$ cat config.mk
export PLATFORM = sky130hd
export DESIGN_NAME = cart_sdram_bridge
export DESIGN_NICKNAME = d
export VERILOG_FILES = /design/src/rtl/cart_bridge_pkg.sv /design/src/rtl/byte_fifo.sv /design/src/rtl/cart_sdram_bridge.sv
export SDC_FILE = /design/constraint.sdc
export NUM_CORES = 1
export LEC_CHECK = 0
export BUFFER_PORTS_ARGS = -buffer_cell sky130_fd_sc_hd__buf_2
export CAP_MARGIN = 30
export CORE_AREA = 2 2 122 124
export CTS_CLUSTER_SIZE = 14
export DETAILED_ROUTE_END_ITERATION = 6
export DIE_AREA = 0 0 124 126
export PLACE_DENSITY = 0.79
export SLEW_MARGIN = 20
export SYNTH_ARGS = -nofsm -noshare
export SYNTH_HDL_FRONTEND = slang
export SYNTH_SLANG_ARGS = --single-unit
$ cat constraint.sdc
create_clock -name clk_sys -period 3.11 [get_ports clk_sys]
set_input_delay 0.1555 -clock clk_sys [delete_from_list [all_inputs] [get_ports clk_sys]]
set_output_delay 0.1555 -clock clk_sys [all_outputs]
set_load 0.05 [all_outputs]
$ cat src/rtl/cart_bridge_pkg.sv
// Shared types for the cartridge/ROM download bridge to SDRAM port 1.
// Build option: CART_CHECKSUM_EN adds the dl_sum download checksum output.
package cart_bridge_pkg;

  localparam int CART_ADDR_W = 15;

  typedef enum logic [1:0] {
    IDLE,
    WR_WAIT,
    RD_WAIT
  } state_t;

  typedef struct packed {
    logic [CART_ADDR_W-1:0] addr;
    logic [7:0]             data;
  } fifo_entry_t;

  // System ROM images alias into an 8 KiB window at sys_base; cart images map 1:1.
  function automatic logic [CART_ADDR_W-1:0] map_addr(
    input logic                   sel_cart,
    input logic [CART_ADDR_W-1:0] a,
    input logic [CART_ADDR_W-1:0] sys_base
  );
    return sel_cart ? a : (sys_base | {2'b00, a[12:0]});
  endfunction

endpackage

$ cat src/rtl/byte_fifo.sv
// Small show-ahead synchronous FIFO; head entry is visible combinationally on dout.
// A push into a full FIFO is accepted only if a pop happens in the same cycle.
module byte_fifo #(
  parameter int  DEPTH = 4,
  parameter type T     = logic [7:0]
) (
  input  logic clk_sys,
  input  logic res_n,
  input  logic push,
  input  T     din,
  input  logic pop,
  output T     dout,
  output logic full,
  output logic empty,
  output logic drop
);

  localparam int AW = (DEPTH > 1) ? $clog2(DEPTH) : 1;

  T             mem_reg [DEPTH];
  logic [AW:0]  wr_ptr_reg;
  logic [AW:0]  rd_ptr_reg;
  logic         push_ok;
  logic         pop_ok;

  assign empty   = (wr_ptr_reg == rd_ptr_reg);
  assign full    = (wr_ptr_reg[AW] != rd_ptr_reg[AW]) &&
                   (wr_ptr_reg[AW-1:0] == rd_ptr_reg[AW-1:0]);
  assign pop_ok  = pop && !empty;
  assign push_ok = push && (!full || pop_ok);
  assign drop    = push && !push_ok;
  assign dout    = mem_reg[rd_ptr_reg[AW-1:0]];

  always_ff @(posedge clk_sys) begin
    if (push_ok)
      mem_reg[wr_ptr_reg[AW-1:0]] <= din;
  end

  always_ff @(posedge clk_sys or negedge res_n) begin
    if (!res_n) begin
      wr_ptr_reg <= '0;
      rd_ptr_reg <= '0;
    end else begin
      if (push_ok)
        wr_ptr_reg <= wr_ptr_reg + (AW+1)'(1);
      if (pop_ok)
        rd_ptr_reg <= rd_ptr_reg + (AW+1)'(1);
    end
  end

endmodule

$ cat src/rtl/cart_sdram_bridge.sv
// Download write-buffer plus one-word cart read cache in front of SDRAM port 1.
// Build option: define CART_CHECKSUM_EN to add the dl_sum checksum output.
module cart_sdram_bridge
  import cart_bridge_pkg::*;
#(
  parameter int          FIFO_DEPTH = 4,
  parameter logic [14:0] SYS_BASE   = 15'h6000
) (
  input  logic        clk_sys,
  input  logic        res_n,
  input  logic        ioctl_download,
  input  logic [7:0]  ioctl_index,
  input  logic        ioctl_wr,
  input  logic [24:0] ioctl_addr,
  input  logic [7:0]  ioctl_dout,
  input  logic        cart_rd,
  input  logic [15:0] cart_addr,
  output logic [7:0]  cart_do,
  output logic        cart_valid,
  output logic        sdram_req,
  input  logic        sdram_ack,
  output logic [23:0] sdram_a,
  output logic        sdram_we,
  output logic [1:0]  sdram_ds,
  output logic [15:0] sdram_d,
  input  logic [15:0] sdram_q,
  output logic        dl_done,
  output logic        ovf
`ifdef CART_CHECKSUM_EN
  ,
  output logic [15:0] dl_sum
`endif
);

  state_t      state_reg;
  logic        download_d_reg;
  logic        dl_fell_reg;
  logic [13:0] tag_reg;
  logic [15:0] word_reg;
  logic        valid_reg;
  logic        stale_reg;

  fifo_entry_t push_entry;
  fifo_entry_t head_entry;
  logic        fifo_push;
  logic        fifo_pop;
  logic        fifo_full;
  logic        fifo_empty;
  logic        fifo_drop;
  logic        dl_rise;
  logic        dl_fall;
  logic        in_range;
  logic        hit;
  logic        unused_bits;

  assign unused_bits = ^{ioctl_index[7:1], cart_addr[15], fifo_full};

  assign dl_rise  = ioctl_download & ~download_d_reg;
  assign dl_fall  = ~ioctl_download & download_d_reg;
  assign in_range = (ioctl_addr[24:15] == 10'd0);

  always_comb begin
    push_entry      = '0;
    push_entry.addr = map_addr(ioctl_index[0], ioctl_addr[14:0], SYS_BASE);
    push_entry.data = ioctl_dout;
  end

  assign fifo_push = ioctl_wr && in_range;
  assign fifo_pop  = (state_reg == IDLE) && !fifo_empty;

  byte_fifo #(
    .DEPTH (FIFO_DEPTH),
    .T     (fifo_entry_t)
  ) u_fifo (
    .clk_sys (clk_sys),
    .res_n   (res_n),
    .push    (fifo_push),
    .din     (push_entry),
    .pop     (fifo_pop),
    .dout    (head_entry),
    .full    (fifo_full),
    .empty   (fifo_empty),
    .drop    (fifo_drop)
  );

  assign hit        = valid_reg && (tag_reg == cart_addr[14:1]);
  assign cart_valid = hit;
  assign cart_do    = !hit ? 8'hFF : (cart_addr[0] ? word_reg[15:8] : word_reg[7:0]);

  // Built only from registers, so the pulse is clean and zero out of reset.
  assign dl_done = dl_fell_reg && fifo_empty && (state_reg == IDLE);

  always_ff @(posedge clk_sys or negedge res_n) begin
    if (!res_n) begin
      download_d_reg <= 1'b0;
      dl_fell_reg    <= 1'b0;
      ovf            <= 1'b0;
    end else begin
      download_d_reg <= ioctl_download;
      if (dl_rise)
        dl_fell_reg <= 1'b0;
      else if (dl_fall)
        dl_fell_reg <= 1'b1;
      else if (dl_done)
        dl_fell_reg <= 1'b0;
      if (dl_rise)
        ovf <= fifo_drop;
      else if (fifo_drop)
        ovf <= 1'b1;
    end
  end

  always_ff @(posedge clk_sys or negedge res_n) begin
    if (!res_n) begin
      state_reg <= IDLE;
      sdram_req <= 1'b0;
      sdram_we  <= 1'b0;
      sdram_a   <= '0;
      sdram_ds  <= '0;
      sdram_d   <= '0;
      tag_reg   <= '0;
      word_reg  <= '0;
      valid_reg <= 1'b0;
      stale_reg <= 1'b0;
    end else begin
      case (state_reg)
        IDLE: begin
          if (!fifo_empty) begin
            sdram_a   <= {9'b0, head_entry.addr[14:1]};
            sdram_ds  <= {head_entry.addr[0], ~head_entry.addr[0]};
            sdram_d   <= {head_entry.data, head_entry.data};
            sdram_we  <= 1'b1;
            sdram_req <= ~sdram_req;
            state_reg <= WR_WAIT;
          end else if (!ioctl_download && cart_rd && !hit) begin
            sdram_a   <= {9'b0, cart_addr[14:1]};
            sdram_ds  <= 2'b11;
            sdram_we  <= 1'b0;
            sdram_req <= ~sdram_req;
            tag_reg   <= cart_addr[14:1];
            stale_reg <= 1'b0;
            state_reg <= RD_WAIT;
          end
        end
        WR_WAIT: begin
          if (sdram_ack == sdram_req)
            state_reg <= IDLE;
        end
        RD_WAIT: begin
          if (sdram_ack == sdram_req) begin
            word_reg  <= sdram_q;
            valid_reg <= ~stale_reg;
            state_reg <= IDLE;
          end
        end
        default: state_reg <= IDLE;
      endcase
      // A download start may overwrite the cached word, including a fill still in flight.
      if (dl_rise) begin
        valid_reg <= 1'b0;
        stale_reg <= 1'b1;
      end
    end
  end

`ifdef CART_CHECKSUM_EN
  logic [15:0] sum_reg;

  always_ff @(posedge clk_sys or negedge res_n) begin
    if (!res_n)
      sum_reg <= '0;
    else if (dl_rise)
      sum_reg <= '0;
    else if (fifo_pop)
      sum_reg <= sum_reg + {8'h00, head_entry.data};
  end

  assign dl_sum = sum_reg;
`endif

endmodule

# == Yosys cells after proc, flatten, opt, wreduce, memory -nomap -nowiden ==
# Memories as Yosys holds them, arrays and structs flattened.
# Index checks and enable logic that the tools add are counted.
# classes
n_addsub,2
multipliers,0
div,0
n_lt_le_gt_ge,0
n_eq_ne,10
n_shift,0
mux,28
n_bitwise,8
n_reduce_logical,34
# op_table
cell,count
2-to-1 mux 24 bit,2
2-to-1 mux 1 bit,17
2-to-1 mux 8 bit,2
2-to-1 mux 15 bit,1
equality test 14 bit,1
nonzero test 2 bit,6
logical AND 1 bit,11
zero test 10 bit,1
2-to-1 mux 2 bit,5
AND reduction 2 bit,5
adder 3 x 1 -> 3 bit (second input constant),2
NOT 1 bit,6
AND reduction 3 bit,2
zero test 1 bit,5
inequality test 2 x 1 -> 1 bit (second input constant),2
one-hot mux 2 bit (2 select lines),1
equality test 3 bit,1
inequality test 3 x 2 -> 1 bit (second input constant),1
nonzero test 3 bit,1
bitwise AND 1 bit,2
equality test 2 x 1 -> 1 bit (second input constant),1
equality test 2 bit,1
equality test 2 bit (second input constant),1
zero test 2 bit,1
other kinds (4),4
# totals
ff_bits,87
latch_bits,0
mem_bits_rw,92
rom_bits,0
in_bits,79
out_inout_bits,55
word_cells,98
n_memories,1
# mem_list
memory,words,width,read_ports,rd_ports_with_merged_regs,write_ports,line_no,rtl
u_fifo.mem_reg,4,23,1,0,1,byte_fifo.sv:20,T mem_reg [DEPTH];

# == Depth between registers and ports, before layout ==
# Gate-level depths: netlist (run 1).
# logic_depth
depth_word,10
ltp_mapped,9
depth_no_buf,6

# == Cells and area by module ==
# A second synthesis (run 1) with hierarchy kept.
# unflattened
cells_unflattened,459
hier_area_um2,6965.4
# by_module_without_submodules
mod,instances,cells_each,area_per_inst_um2,seq_area_each_um2
byte_fifo,1,162,3776.1,2912.8
cart_sdram_bridge,1,297,3189.3,1576.5

# == Worst setup path after synthesis (run 1) ==
# OpenSTA, ideal clock, no wires.
# synth_path
kind,reg-to-output
from,register tag_reg[13]
to,output cart_do[0]
arrival_ns,2.340
required_ns,2.954
path_slack_ns,0.615
stages_incl_launch_ff,6
n_path_buf,0
path_cell_list,dfrtp_1 -> xor2_1 -> nor4_1 -> nand2_1 -> nor3_2 -> nand2_1
# synth_between
elab_chain_len,3
# synth_lines
item,line_no,rtl
"start, declared",cart_sdram_bridge.sv:38,logic [13:0] tag_reg;
"start signal, assigned",cart_sdram_bridge.sv:140,tag_reg <= cart_addr[14:1];
equality test 14 bit,cart_sdram_bridge.sv:86,assign hit = valid_reg && (tag_reg == cart_addr[14:1]);
logical AND 1 bit,cart_sdram_bridge.sv:86,
via cart_valid,cart_sdram_bridge.sv:19,"output logic cart_valid,"
2-to-1 mux 8 bit,cart_sdram_bridge.sv:88,assign cart_do = !hit ? 8'hFF : (cart_addr[0] ? word_reg[15:8] : word_reg[7:0]);
"end, declared",cart_sdram_bridge.sv:18,"output logic [7:0] cart_do,"
# The timed path passes the listed nets, and every way through them passes these cells.

# == Worst setup path in the final report (run 1) ==
# layout_path
from,register tag_reg[13]
to,output cart_valid
# layout_between
elab_chain_len,2
# layout_lines
item,line_no
equality test 14 bit,cart_sdram_bridge.sv:86
logical AND 1 bit,cart_sdram_bridge.sv:86
"end, declared",cart_sdram_bridge.sv:19
# Every way passes these cells.

==> impl_metrics.py, run 1 <==
metrics = {
    "run_status": {
        "outcome": "completed",
    },
    "yosys": {
        "ys_warn_count": 0,
        "synth_flop_cell": "edfxtp_1",
        "yosysSeqAreaShare_pct": 64.4,
        "synth_edf_count": 92,
        "ys_ff_latch": 161,
        "synthCells": 440,
        "mappedNetlistArea_um2": 6970,
        "yosys.cell_types.count": 44,
        "syn_avg_cell_area_um2": 15.8,
        "synthArstFlopShare_pct": 42.9,
    },
    "sta": {
        "fin_tns_setup_ns": 0,
        "fmax_mhz": 399,
        "tightest_slew_ns": 0.764,
        "maxSlewHeadroom_pct": 49.0,
        "slew_viol_final": 0,
        "setup_viol_count_final": 0,
        "layout_min_cycle_time_ns": 2.50,
        "clock_skew_ns": 0.00802,
        "period_share_pct": 80.5,
        "finalHoldViolations": 0,
        "grt_setup_unrepaired": "no",
    },
    "detailed_routing": {
        "first_iter_violations": 276,
        "wl_per_cell_um": 18.3,
        "routed_wl_um": 14500,
        "dr.pass1.iters": 5,
        "ant_nets": 0,
        "via_count": 4220,
        "drcViolationCount": 0,
        "viasPerCell": 5.34,
    },
    "clocking": {
        "cts_buffers": 17,
        "path_clk_slew_ns": 0.06,
        "tritoncts": "built",
        "htree_levels": 4,
        "clockBufferDepth": 2,
        "worstSkewPairLatency_ns": 0.43,
        "ctsHoldBuffers": 39,
        "cts_root_buf": "clkbuf_16",
        "ctsResizeCount": 0,
        "cts_sinks": 161,
        "cts_setup_buffers": 0,
    },
    "pwr": {
        "intPower_mw": 5.07,
        "p_seq_share_pct": 36.7,
        "power.leakage_nw": 3.41,
        "p_total_mw": 8.13,
        "vdd_drop_max_mv": 0.487,
        "comb_power_share_pct": 37.8,
        "clockPowerShare_pct": 25.5,
        "p_sw_mw": 3.06,
        "p_per_area_nw_per_um2": 945,
        "power_switching_share_pct": 37.6,
    },
    "floorplanning": {
        "dieArea_um2": 15600,
        "initial_core_util_pct": 48.7,
        "fp.dieH_um": 126,
        "core_area_um2": 14300,
        "io_pins": 134,
        "num_rows": 44,
        "die_width_um": 124,
    },
    "hold_path": {
        "worst_hold_path_type": "input pin to flip-flop",
    },
    "global_routing": {
        "overflow": 0,
        "antenna_found_initial": 1,
        "grt_pass1_vias": 4273,
        "grt_max_degree": 37,
        "grt_pass1_wl_um": 22700,
        "grt_usage_pct": 19.6,
    },
    "setup_path": {
        "endpoint_kind": "output port",
        "worstPathRequired_ns": 2.95,
        "arrival_ns": 2.35,
        "criticalPathCategory": "flip-flop to output port",
        "worstPathMaxFanout": 9,
        "critPathLaunchType": "flip-flop",
    },
    "finish": {
        "synthToLayoutAreaGrowth_pct": 23.4,
        "largest_reg_flops": 92,
        "drive_gt1_share_pct": 38.3,
        "nNetsFinal": 679,
        "fill_cells": 1053,
    },
    "placement": {
        "hpwlAfterDp_um": 9410,
        "portBuffers": 115,
        "place_congestion": 0.827,
    },
    "job": {
        "max-cap-violations": 0,
    },
}
power groups by stage:
stage | Clock [mW] | Sequential [mW] | Combinational, mW
final | 2.07 | 2.98 | 3.07
after global placement | 0 | 2.98 | 2.95
after CTS | 2.09 | 2.98 | 3.10
after global routing | 2.17 | 3.03 | 3.28
after floorplan | 0 | 3.53 | 1.91
after detailed placement | 0 | 3.01 | 3.03
cells in the mapped netlist (2+ instances only):
| cell | instances | area (µm²) |
|---|---|---|
| nand4_1 | 4 | 25.0 |
| nor4b_1 | 2 | 17.5 |
| and2_1 | 5 | 31.3 |
| a211oi_2 | 7 | 87.6 |
| xor2_1 | 9 | 78.8 |
| mux4_2 | 23 | 518 |
| mux2_4 | 9 | 135 |
| buf_2 | 7 | 35.0 |
| edfxtp_1 | 92 | 2760 |
| nand3_1 | 4 | 20.0 |
| dfrtp_1 | 69 | 1730 |
| mux2_2 | 30 | 338 |
| nor3_1 | 16 | 80.1 |
| a21oi_1 | 5 | 25.0 |
| o22ai_1 | 15 | 93.8 |
| clkbuf_1 | 8 | 30.0 |
| buf_4 | 20 | 150 |
| buf_6 | 3 | 33.8 |
| nand2b_1 | 6 | 37.5 |
| or2_1 | 2 | 12.5 |
| mux2i_1 | 8 | 80.1 |
| buf_8 | 2 | 30.0 |
| and4b_1 | 2 | 20.0 |
| nor4_1 | 2 | 12.5 |
| ha_1 | 7 | 87.6 |
| o21ai_0 | 5 | 25.0 |
| nor2b_1 | 2 | 12.5 |
| nand2_1 | 14 | 52.6 |
| nor2_1 | 22 | 82.6 |
| a211oi_1 | 7 | 52.6 |
| xnor2_2 | 2 | 32.5 |
| xnor2_1 | 12 | 105 |
| and3_1 | 3 | 18.8 |
| inv_1 | 6 | 22.5 |
kinds of logic after synthesis:
logic type	after synthesis	share of synthesized area [%]
other cells	1	0.0538
mux	70	15.4
fa+ha+maj	7	1.26
flops	161	64.4
buf+inv	46	4.33
xor+xnor	23	3.11
simple gates	89	6.90
compound gates	43	4.54
metrics by stage:
stage / instances / utilization [%] / setup WS, ns / hold slack, ns / cell area [µm²]
3_3_place_gp: 719 / 53.2 / 0.829 / 0.0708 / 7610
5_1_grt: 791 / 60.1 / 0.448 / 0.0175 / 8600
2_1_floorplan: 449 / - / 0.615 / -0.140 / 7000
3_5_place_dp: 719 / 53.2 / 0.750 / 0.0730 / 7610
6_report: 791 / 60.1 / 0.606 / 0.00923 / 8600
4_1_cts: 790 / 60.0 / 0.628 / 0.00500 / 8590
final timing paths:
| path | from | endpoint | slack [ns] | cells past startpoint |
|---|---|---|---|---|
| min reg2reg | sdram_we | sdram_we | 0.50 | 2 |
| min | cart_addr[10] | tag_reg[9] | 0.009 | 2 |
| max reg2reg | state_reg[0] | tag_reg[13] | 0.71 | 6 |
| max | tag_reg[13] | cart_valid | 0.61 | 5 |
| max in group asynchronous | res_n | sdram_a[10] | 2.16 | 3 |
| min in group asynchronous | res_n | word_reg[1] | 0.16 | 2 |
layout by cell type (no fill, tap or decap), drive strengths merged, types with 3 or more instances in the layout:
master,count
o21ai,5
mux4,23
xor2,9
edfxtp,92
dlygate4sd3,39
a21oi,5
mux2i,8
mux2,39
clkbuf,19
xnor2,14
ha,7
nand4,4
nand3,4
inv,14
buf,126
clkinv,4
and3,3
nor3,17
nand2,14
and2,5
nor2,23
a211oi,14
conb,10
o22ai,15
dfrtp,69
nand2b,6
per-layer routing:
| layer | vias to the layer above | global-route usage, % | part of all wire (%) |
|---|---|---|---|
| met2 | 145 | 32.4 | 51 |
| met5 | - | 0 | 0 |
| li1 | 1935 | - | - |
| met3 | 20 | 4.94 | 6.0 |
| met4 | 0 | 7.34 | 2.1 |
| met1 | 2120 | 25.1 | 41 |
worst max-delay path: stages (launching register included):
cell and delay, ns:
dfrtp_1 0.41, xor2_1 0.17, nor4_1 0.28, nand2_1 0.10, nor3_2 0.58, buf_2 0.39
layout make-up:
type / count / area (µm²) / area share (%)
flip-flops and latches: 161 / 4490 / 52.2
clock inverters: 13 / 141 / 1.64
well taps: 184 / 230 / 2.68
inverters: 6 / 22.5 / 0.262
diodes: 1 / 2.50 / 0.0291
clock buffers: 19 / 453 / 5.27
multi-input cells: 242 / 2210 / 25.7
repair buffers: 165 / 1050 / 12.2
No activity file was read; power rests on OpenSTA's default activity.
==> run 2, diff against run 1 <==
Settings changed: PLACE_DENSITY 0.79 to 0.82.
Clock period 3.11 ns to 2.3 ns, I/O delays scaled along.
==> run 2 against run 1 <==
- via count grew 1.4%
- clock power grew 34%
- final cell count grew 2.4%
- clock skew grew 0.010 ns
- count of clock-buffer cells in the layout shrank 2
- worst hold slack gained 0.067 ns
- largest cell class unchanged
==> impl_metrics.py, run 2 (synthesized netlist as in run 1, its figures left out) <==
metrics = {
    "finish": {
        "synthToLayoutAreaGrowth_pct": 27.2,
        "layout_common_cells": "112 x buf_2, 92 x edfxtp_1, 69 x dfrtp_1",
        "largest_reg_flops": 92,
        "nNetsFinal": 698,
        "fin_cells": 810,
        "drive_gt1_share_pct": 37.9,
        "final_common_cell": "buf_2",
        "final_core_util_pct": 61.9,
    },
    "job": {
        "max-cap-violations": 0,
    },
    "placement": {
        "post-place-ws_ns": 0.274,
        "hpwlAfterDp_um": 9530,
        "place_congestion": 0.852,
        "portBuffers": 115,
        "place_inst": 722,
    },
    "setup_path": {
        "arrival_ns": 2.08,
        "critPathMaxStageDelay_ns": 0.55,
        "critPathTopFamily": "buffers and inverters",
        "worstPathRequired_ns": 2.18,
        "endpoint_kind": "output port",
        "worstPathMaxFanout": 9,
        "path_buf_inv": 4,
        "crit_slowest_cell": "dlygate4sd3_1",
        "crit_path_frequent_cell": "nand2_1",
        "criticalPathCategory": "input pin to output port",
        "crit_chain": "dlygate4sd3_1 > buf_2 > xor2_1 > nor4_1 > nand2_1 > nor3_4 > buf_12 > nand2_1 > buf_4",
        "critPathLaunchType": "input pin",
    },
    "clocking": {
        "cts_root_buf": "clkbuf_16",
        "cts_sinks": 161,
        "clockBufferDepth": 2,
        "htree_levels": 4,
        "path_clk_slew_ns": 0.06,
        "worstSkewPairLatency_ns": 0.43,
        "tritoncts": "built",
        "cts_buffers": 17,
    },
    "pwr": {
        "p_per_area_nw_per_um2": 1250,
        "power.leakage_nw": 3.54,
        "vdd_drop_max_mv": 0.728,
    },
    "detailed_routing": {
        "routed_wl_um": 14500,
        "dr.pass1.iters": 4,
        "drcViolationCount": 0,
        "via_count": 4280,
        "wl_per_cell_um": 17.9,
        "first_iter_violations": 307,
        "ant_nets": 0,
        "viasPerCell": 5.28,
    },
    "floorplanning": {
        "initial_core_util_pct": 48.7,
        "dieArea_um2": 15600,
        "core_area_um2": 14300,
        "die_width_um": 124,
        "io_pins": 134,
        "fp.dieH_um": 126,
        "num_rows": 44,
    },
    "sta": {
        "setup_slack_ns": 0.110,
        "fin_tns_setup_ns": 0,
        "tightest_slew_ns": 0.739,
        "grt_setup_unrepaired": "no",
        "maxSlewHeadroom_pct": 50.6,
        "period_share_pct": 95.2,
        "timing.hold.ws_ns": 0.0766,
        "clock_skew_ns": 0.0182,
        "finalHoldViolations": 0,
        "fmax_mhz": 457,
        "layout_min_cycle_time_ns": 2.19,
        "slew_viol_final": 0,
        "setup_viol_count_final": 0,
    },
    "global_routing": {
        "grt_pass1_wl_um": 22600,
        "grt_max_degree": 70,
        "overflow": 0,
        "grt_pass1_vias": 4325,
        "grt_usage_pct": 19.5,
        "antenna_found_initial": 1,
    },
    "run_status": {
        "outcome": "completed",
    },
    "hold_path": {
        "worst_hold_path_type": "input pin to flip-flop",
    },
}
[run 2: cell types whose count changed in the layout (fill, tap and decap cells not counted), moves of 2 or more]
cell	change
buf_4	+2
clkinv_4	-2
buf_2	-3
buf_12	+6
inv_8	+2
dlygate4sd3_1	+14
clkbuf_8	-2
[run 2: per-stage QoR]
step	total power, mW	area [µm²]
floorplan	7.36	7010
global placement	8.06	7690
detailed placement	8.23	7690
CTS	11.1	8810
global route	11.6	8860
finish	11.0	8860
[run 2: power breakdown]
part,internal (mW),total [mW],switching [mW]
Clock,1.55,2.78,1.23
Combinational,1.68,4.24,2.55
Sequential,3.62,4.03,0.411
Total,6.86,11.0,4.19
[run 2: path summary, 6_finish.rpt]
path | from | end | slack, ns | cells past startpoint
min in group asynchronous | res_n | tag_reg[8] | 0.26 | 3
setup reg to reg | state_reg[1] | tag_reg[13] | 0.27 | 6
setup / recovery | cart_addr[5] | cart_do[3] | 0.11 | 9
hold / removal | ioctl_addr[14] | u_fifo.mem_reg[2][22] | 0.08 | 2
hold reg to reg | word_reg[4] | word_reg[4] | 0.50 | 1
max in group asynchronous | res_n | u_fifo.rd_ptr_reg[0] | 1.48 | 4
[run 2: worst register-to-register path: stages, from the launching register on]
cell,delay (ns)
dfrtp_1,0.41
inv_1,0.10
ha_1,0.22
nand4_1,0.16
or2_1,0.35
nor2_8,0.30
mux2_2,0.38
[run 2: area by class of cell]
type / count / area, µm²
repair buffers: 184 / 1310
clock inverters: 15 / 168
well taps: 184 / 230
inverters: 6 / 22.5
diodes: 1 / 2.50
fillers: 1008 / 5450
multi-input cells: 242 / 2220
clock buffers: 17 / 425
flip-flops and latches: 161 / 4490
[run 2: metal layers]
metal | vias to the layer above | GRT usage [%] | wire length (µm)
li1 | 1982 | - | -
met1 | 2164 | 24.5 | 6060
met2 | 128 | 32.3 | 7580
met3 | 6 | 4.76 | 705
met4 | 0 | 7.93 | 136
met5 | - | 0 | 0
[run 2: timing repair]
item / 4_1_cts / 5_1_grt
cloned: 0 / 0
setup buffers: 0 / 1
endpoints found under the hold margin: 184 / 0
resized for setup: 0 / 6
hold buffers: 53 / 0
endpoints found under the setup margin: 3 / 9
pin swaps: 1 / 3
